`config.mk`:
```
export PLATFORM = sky130hd
export DESIGN_NAME = sat_inc
export DESIGN_NICKNAME = d
export VERILOG_FILES = /design/src/rtl/sat_inc.sv
export SDC_FILE = /design/constraint.sdc
export NUM_CORES = 1
export LEC_CHECK = 0
export ABC_CLOCK_PERIOD_IN_PS = 9200
export CAP_MARGIN = 5
export CORE_MARGIN = 10
export CORE_UTILIZATION = 26
export DETAILED_ROUTE_END_ITERATION = 7
export DONT_BUFFER_PORTS = 1
export PLACE_DENSITY = 0.4
export SLEW_MARGIN = 40
export SYNTH_ARGS = -nofsm -noshare
export SYNTH_HDL_FRONTEND = slang
export SYNTH_SLANG_ARGS = --single-unit
```
`constraint.sdc`:
```
create_clock -name vclk -period 9.2
set_clock_uncertainty 0.15 [all_clocks]
set_input_delay 2.3 -clock vclk [all_inputs]
set_output_delay 2.3 -clock vclk [all_outputs]
set_load 0.01 [all_outputs]
```
`src/rtl/sat_inc.sv`:
```
// sat_inc
// Combinational saturating update for a W-bit counter/statistic.
//   cur  : current register value
//   cand : candidate value, used only when inc=0
//   inc  : 1 -> nxt = cur+1, held at all-ones once reached
//          0 -> nxt = max(cur, cand) (unsigned)
//   nxt  : next register value
module sat_inc #(
    parameter int W = 32
) (
    input  logic [W-1:0] cur,
    input  logic [W-1:0] cand,
    input  logic         inc,
    output logic [W-1:0] nxt
);

    always_comb begin
        nxt = cur;
        if (inc) begin
            if (cur != {W{1'b1}}) begin
                nxt = cur + W'(1);
            end
        end else if (cand > cur) begin
            nxt = cand;
        end
    end

endmodule

```
==> results.yml, run 1 <==
synth:
  syn_area_per_cell_um2: 6.59
  seq_area_frac_synth_pct: 0
  synthCells: 314
  ys_types: 53
  synthesis.area_um2: 2070
  synthTopCellsByCount: "ha_1 (33), inv_1 (33), a21oi_1 (32)"
  synth_fp_nets: 412
  synth_top_area_cell: "ha_1"
  synth.area.top_cells: "ha_1 (20%), a21oi_1 (7.7%), inv_1 (6.0%)"
  yosysWarningCount: 0
  yosys.area.top_type_share_pct: 20.0
final_layout:
  syn_to_final_growth_pct: 5.63
  nNetsFinal: 403
  drive_above_1_share_pct: 8.25
  n_clock_buffer: 0
  antennaDiodeCount: 0
  design.seq.count: 0
  postLayoutCoreUtil_pct: 28.3
  final_cells: 405
  multi_input_area_um2: 1880
  fillCellCount: 877
  ff_latch_area_um2: 0
critical_path:
  critPathCaptureType: "output port"
  start_kind: "primary input"
  max_stage_delay_ns: 0.53
  cp_data_arrival_time_ns: 5.01
  crit_type: "in -> out"
  cpMostUsedCell: "a21boi_1"
  slowest_stage: "nor4_1"
  cp_max_fo: 6
  required_ns: 6.75
  cp_cell_sequence: "inv_1, ha_1, nand4_1, nor4_1, a21boi_1, o31ai_1, a21boi_1, buf_4, mux2i_1, a211oi_1"
drt:
  wl_met2_mm: 3.87
  m1WireLength_mm: 3.50
  drt-wirelength-per-cell_um: 20.2
  via_per_inst: 5.74
  highest_layer: "met4"
  drt_iter0_markers: 126
  met3_length_um: 820
  via_count: 2325
  drc_errors: 0
  firstDrtPassIters: 4
  ant_nets: 0
  wl_mm: 8.19
global_routing:
  grt_pass1_wl_mm: 12.7
  grt_pass1_vias: 2280
  gr-usage-all-layers_pct: 12.9
  grt_overflow: 0
  grt_max_degree: 33
  antenna_found_initial: 0
placed_design:
  place_inst: 405
  dpl.hpwl_mm: 7.04
  gp_congestion: 0.847
  portBuffers: 0
floorplan:
  io_pins: 97
  placementRows: 32
  start_util_pct: 26.8
  die-area_um2: 11900
  die_x_um: 109
  die_h_um: 109
  coreArea_um2: 7730
timing:
  fin_crit_ns: 7.46
  setup_viol: 0
  hold_viol_final: 0
  maxSlewViolCount: 0
  timing.setup.tns_ns: 0
  max_freq_mhz: 134
  tightest_slew_ns: 0.705
  slew_headroom_pct: 52.7
  holdWs_ns: 4.58
  period_share_pct: 81.1
  rsz0062_at_grt: "no"
job:
  cap_violations: 0
run_status:
  outcome: "finished clean"
worst_hold_path:
  min_path_type: "in -> out"
  min_path_cells: 1
clock_tree:
  postCtsSetupBuffers: 0
  cts_hold_buf: 0
  cts_resized: 0
power_and_ir_drop:
  power.total_uw: 94.9
  irDropWorstVdd_mv: 0.0159
  leakage_uw: 0.000888
  pwr_density_cell_nw_per_um2: 43.4
==> power by group <==
| part | internal (uW) | switching (uW) | total (uW) |
|---|---|---|---|
| combinational | 37.3 | 57.6 | 94.9 |
| sequential | 0 | 0 | 0 |
| clock | 0 | 0 | 0 |
| total | 37.3 | 57.6 | 94.9 |
==> critical path, delay by kind of cell <==
| family | cells | cell delay [ns] |
|---|---|---|
| muxes | 1 | 0.09 |
| and+or+nand+nor | 2 | 0.68 |
| buffers and inverters | 2 | 0.29 |
| adders and majority gates | 1 | 0.30 |
| AOI/OAI and AO/OA | 4 | 1.36 |
==> per-layer routing <==
metal  vias up  track usage, %
li1       1181               -
met1      1070            15.9
met2        72            22.6
met3         2            4.13
met4         0           0.372
met5         -               0
==> layout make-up <==
| cell class | instances | share of cell area, % |
|---|---|---|
| Timing Repair Buffer | 4 | 2.46 |
| Inverter | 34 | 5.84 |
| Multi-Input combinational cell | 265 | 85.9 |
| Tap cell | 102 | 5.84 |
==> cells by family (layout without fill, tap and decap cells) <==
kind of cell	count (synthesis)	after routing	synth area share [%]
simple gates	119	119	30.9
compound gates	99	99	32.5
buf+inv	49	38	9.74
fa+ha+maj	33	33	20.0
mux	11	11	5.57
xor+xnor	3	3	1.27
==> cell usage in the layout (no fill, tap or decap), drive strengths merged, types with 3 or more instances in the layout <==
cell    instances
a211oi          6
a21o            3
a21oi          32
a31oi           8
and3            6
and4            3
buf             4
ha             33
inv            33
mux2            4
mux2i           7
nand2          29
nand3          23
nand4          15
nor2           21
nor3            9
nor4            7
o211ai          4
o21ai          17
o221a           5
o22ai           5
o31ai           3
o32ai           5
==> worst paths after layout <==
kind              startpoint       to  slack [ns]
setup / recovery     cur[13]  nxt[28]        1.74
hold / removal           inc   nxt[1]        4.58
==> through the flow <==
| step | setup WS, ns | cell area [um2] |
|---|---|---|
| global route | 1.52 | 2180 |
| finish | 1.74 | 2180 |
| global placement | 1.66 | 2150 |
| CTS | 1.74 | 2180 |
| detailed placement | 1.75 | 2180 |
| floorplan | 2.37 | 2070 |
(Power assumes the default switching activity.)
==> run 2, diff against run 1 <==
Settings changed: ABC_CLOCK_PERIOD_IN_PS 9200 to 7300.
Clock period 9.2 ns to 7.3 ns, I/O delays scaled along.
==> run 2 against run 1 <==
  * Sequential share of layout area unchanged
  * First-iteration DRC count shrank 27%
  * Utilization is 0.097 points lower
  * Flip-flop and latch count stayed put
  * Clock-buffer cell count unchanged
  * Die area unchanged
  * Setup slack lost 0.85 ns
  * Critical path depth shrank 1
  * Hold slack got worse by 0.93 ns
  * Global-route usage shrank 0.47 points
  * Largest cell class unchanged
  * Largest power group unchanged
  * Highest routed layer unchanged
==> results.yml, run 2 (synthesis gave the netlist of run 1 again) <==
run_status:
  outcome: "finished clean"
drt:
  firstDrtPassIters: 4
  ant_nets: 0
  drt_iter0_markers: 92
  drt-wirelength-per-cell_um: 20.0
  via_per_inst: 5.69
  wl_mm: 8.09
  via_count: 2299
  drc_errors: 0
placed_design:
  dpl.hpwl_mm: 6.90
  portBuffers: 0
  placed_area_um2: 2150
  gp_congestion: 0.841
floorplan:
  die_x_um: 109
  die-area_um2: 11900
  coreArea_um2: 7730
  io_pins: 97
  die_h_um: 109
  placementRows: 32
  start_util_pct: 26.8
timing:
  slew_headroom_pct: 53.2
  period_share_pct: 87.9
  tightest_slew_ns: 0.698
  hold_viol_final: 0
  max_freq_mhz: 156
  timing.setup.tns_ns: 0
  maxSlewViolCount: 0
  setup_viol: 0
  fin_crit_ns: 6.42
  rsz0062_at_grt: "no"
power_and_ir_drop:
  irDropWorstVdd_mv: 0.0259
  pwr_density_cell_nw_per_um2: 54.4
  leakage_uw: 0.000883
  power.total_uw: 118
critical_path:
  crit_type: "in -> out"
  cp_max_fo: 6
  cp.buffers_inverters: 2
  start_kind: "primary input"
  critPathCaptureType: "output port"
  cp_data_arrival_time_ns: 4.44
  slowest_stage: "nor4_1"
  cp_cell_sequence: "inv_1, ha_1, nand4_1, nor4_1, o31ai_1, a21boi_1, buf_4, mux2i_1, a211oi_1"
  path_delay_family: "compound AO/OA/AOI/OAI gates"
  required_ns: 5.33
  max_stage_delay_ns: 0.63
clock_tree:
  postCtsSetupBuffers: 0
  cts_hold_buf: 0
  cts_resized: 0
global_routing:
  grt_max_degree: 33
  grt_pass1_vias: 2167
  antenna_found_initial: 0
  grt_overflow: 0
  grt_pass1_wl_mm: 12.2
  gr-usage-all-layers_pct: 12.4
final_layout:
  postLayoutCoreUtil_pct: 28.2
  fillCellCount: 871
  multi_input_area_um2: 1880
  layout_common_cells: "inv_1 (33), ha_1 (33), a21oi_1 (32)"
  design.seq.count: 0
  n_clock_buffer: 0
  ff_latch_area_um2: 0
  nNetsFinal: 402
  drive_above_1_share_pct: 8.28
  final_cell_area_um2: 2180
  antennaDiodeCount: 0
  syn_to_final_growth_pct: 5.26
job:
  cap_violations: 0
worst_hold_path:
  min_path_type: "in -> out"
==> run 2: cell types whose count changed in the layout (fill, tap and decap cells not counted), sizes merged <==
cell	before	now
buf	4	3
==> run 2: stage by stage <==
stage	setup slack (ns)	hold slack, ns	cells
floorplan	1.42	3.65	314
global placement	0.707	3.64	403
detailed placement	0.640	3.64	403
CTS	0.635	3.64	403
global route	0.593	3.64	404
finish	0.885	3.64	404
==> run 2: per-layer routing <==
metal	vias to the layer above	global-route usage, %	part of all wire [%]	wire (um)
met5	-	0	0	0
met4	0	0.651	0.42	34
met3	2	4.37	11	852
met2	72	21.5	46	3750
met1	1045	15.2	43	3450
li1	1180	-	-	-
==> run 2: area by class of cell <==
class                      instances  share of cell area [%]
multi-input combinational        265                    86.3
timing repair buffer               3                    1.95
inverter                          34                    5.86
tap                              102                    5.86
==> run 2: path summary, 6_finish.rpt <==
check / startpoint / end / slack (ns) / cells past startpoint
worst max-delay path: cur[29] / nxt[28] / 0.88 / 9
worst min-delay path: inc / nxt[1] / 3.64 / 1
==> run 2: report_power, final <==
part	switching [uW]	internal, uW
clock	0	0
combinational	72.3	46.0
sequential	0	0
total	72.3	46.0
==> run 3, diff against run 2 <==
Settings changed: CORE_UTILIZATION 26 to 43, PLACE_DENSITY 0.4 to 0.59.
==> run 3 against run 2 <==
  * Non-clock buffer count is the same
  * Clock-buffer cell count unchanged
  * Highest routed layer is now met3
  * Cell area fell by 2.9%
  * Setup slack got worse by 0.082 ns
  * Cell count fell by 12%
  * Hold slack got worse by 0.0039 ns
  * Combinational power is essentially flat
  * Largest power group unchanged
  * Global-route usage grew 4.8 points
  * Flip-flop and latch count is the same
  * Largest cell class unchanged
  * Die area fell by 33%
  * Sequential share of layout area unchanged
  * Total power decreased by 1.6%
==> results.yml, run 3 (synthesis gave the netlist of run 1 again) <==
run_status:
  outcome: "finished clean"
global_routing:
  grt_max_degree: 33
  grt_pass1_wl_mm: 11.4
  gr-usage-all-layers_pct: 17.3
  grt_pass1_vias: 2343
  antenna_found_initial: 0
  grt_overflow: 0
drt:
  drc_errors: 0
  drt-wirelength-per-cell_um: 19.7
  drt_iter0_markers: 176
  via_count: 2306
  ant_nets: 0
  wl_mm: 7.03
  via_per_inst: 6.48
  firstDrtPassIters: 4
critical_path:
  critPathCaptureType: "output port"
  cp.buffers_inverters: 1
  start_kind: "primary input"
  crit_type: "in -> out"
  cpMostUsedCell: "a21boi_1"
  cp_data_arrival_time_ns: 4.52
  path_delay_family: "compound AO/OA/AOI/OAI gates"
  max_stage_delay_ns: 0.65
  cp_cell_sequence: "inv_1, ha_1, nand4_1, nor4_1, a21boi_1, o31ai_1, a21boi_1, o21ai_0, a221oi_1"
  required_ns: 5.33
  cp_max_fo: 8
  slowest_stage: "a21boi_1"
clock_tree:
  cts_resized: 0
  cts_hold_buf: 0
  postCtsSetupBuffers: 0
power_and_ir_drop:
  leakage_uw: 0.000882
  combPwrFrac_pct: 100.0
  p_int_uw: 46.2
  power_frac_clock_pct: 0
  pwr-share-seq_pct: 0
  p_sw_share_pct: 60.3
  pwr_density_cell_nw_per_um2: 55.1
  irDropWorstVdd_mv: 0.0243
  p_switching_uw: 70.2
worst_hold_path:
  min_path_type: "in -> out"
  hold_start: "inc"
  min_to: "nxt[1]"
  min_path_cells: 1
final_layout:
  n_clock_buffer: 0
  nNetsFinal: 402
  fillCellCount: 522
  ff_latch_area_um2: 0
  design.seq.count: 0
  final_cell_area_um2: 2110
  syn_to_final_growth_pct: 2.18
  layout_common_cells: "inv_1 (33), ha_1 (33), a21oi_1 (32)"
  drive_above_1_share_pct: 7.95
  antennaDiodeCount: 0
  postLayoutCoreUtil_pct: 45.0
timing:
  rsz0062_at_grt: "no"
  fin_crit_ns: 6.50
  maxSlewViolCount: 0
  setup_viol: 0
  timing.setup.tns_ns: 0
  slew_headroom_pct: 49.4
  tightest_slew_ns: 0.757
  hold_viol_final: 0
  period_share_pct: 89.0
  max_freq_mhz: 154
placed_design:
  dpl.hpwl_mm: 6.04
  placed_area_um2: 2110
  portBuffers: 0
  gp_congestion: 0.865
floorplan:
  io_pins: 97
  die_h_um: 89.4
  die_x_um: 89.4
  die-area_um2: 7980
  placementRows: 25
  start_util_pct: 44.1
  coreArea_um2: 4690
job:
  cap_violations: 0
## run 3: cell types whose count changed in the layout (fill, tap and decap cells not counted)
cell / delta
o21ai_1: +1
o21ai_2: -1
## run 3: how the worst max path moves through the flow
stage	startpoint	endpoint	cells after the start
floorplan	cur[13]	nxt[12]	10
global placement	cur[13]	nxt[18]	9
detailed placement	cur[11]	nxt[1]	9
CTS	cur[11]	nxt[1]	9
global route	cur[11]	nxt[1]	9
finish	cur[13]	nxt[1]	9
## run 3: metal layers
metal  vias up  global-route usage (%)  share of wire (%)
met4         0                    1.01                  0
li1       1181                       -                  -
met3         0                    5.74                 11
met2        80                    31.2                 48
met1      1045                    20.0                 41
met5         -                       0                  0
## run 3: cell type report
class                      count  area (um2)  share of cell area (%)
timing repair buffer           3        42.5                    2.01
inverter                      34         128                    6.04
multi-input combinational    265        1880                    88.8
tap                           54        67.6                    3.20
## run 3: through the flow
stage	instances	power [uW]	hold WS, ns	setup slack, ns
floorplan	314	94.6	3.65	1.42
global placement	355	112	3.63	0.794
detailed placement	356	116	3.63	0.808
CTS	356	117	3.63	0.797
global route	356	132	3.65	0.507
finish	356	116	3.64	0.802
## run 3: power groups by stage
stage	Clock, uW	Combinational, uW	Sequential [uW]
floorplan	0	94.6	0
global placement	0	112	0
detailed placement	0	116	0
CTS	0	117	0
global route	0	132	0
finish	0	116	0
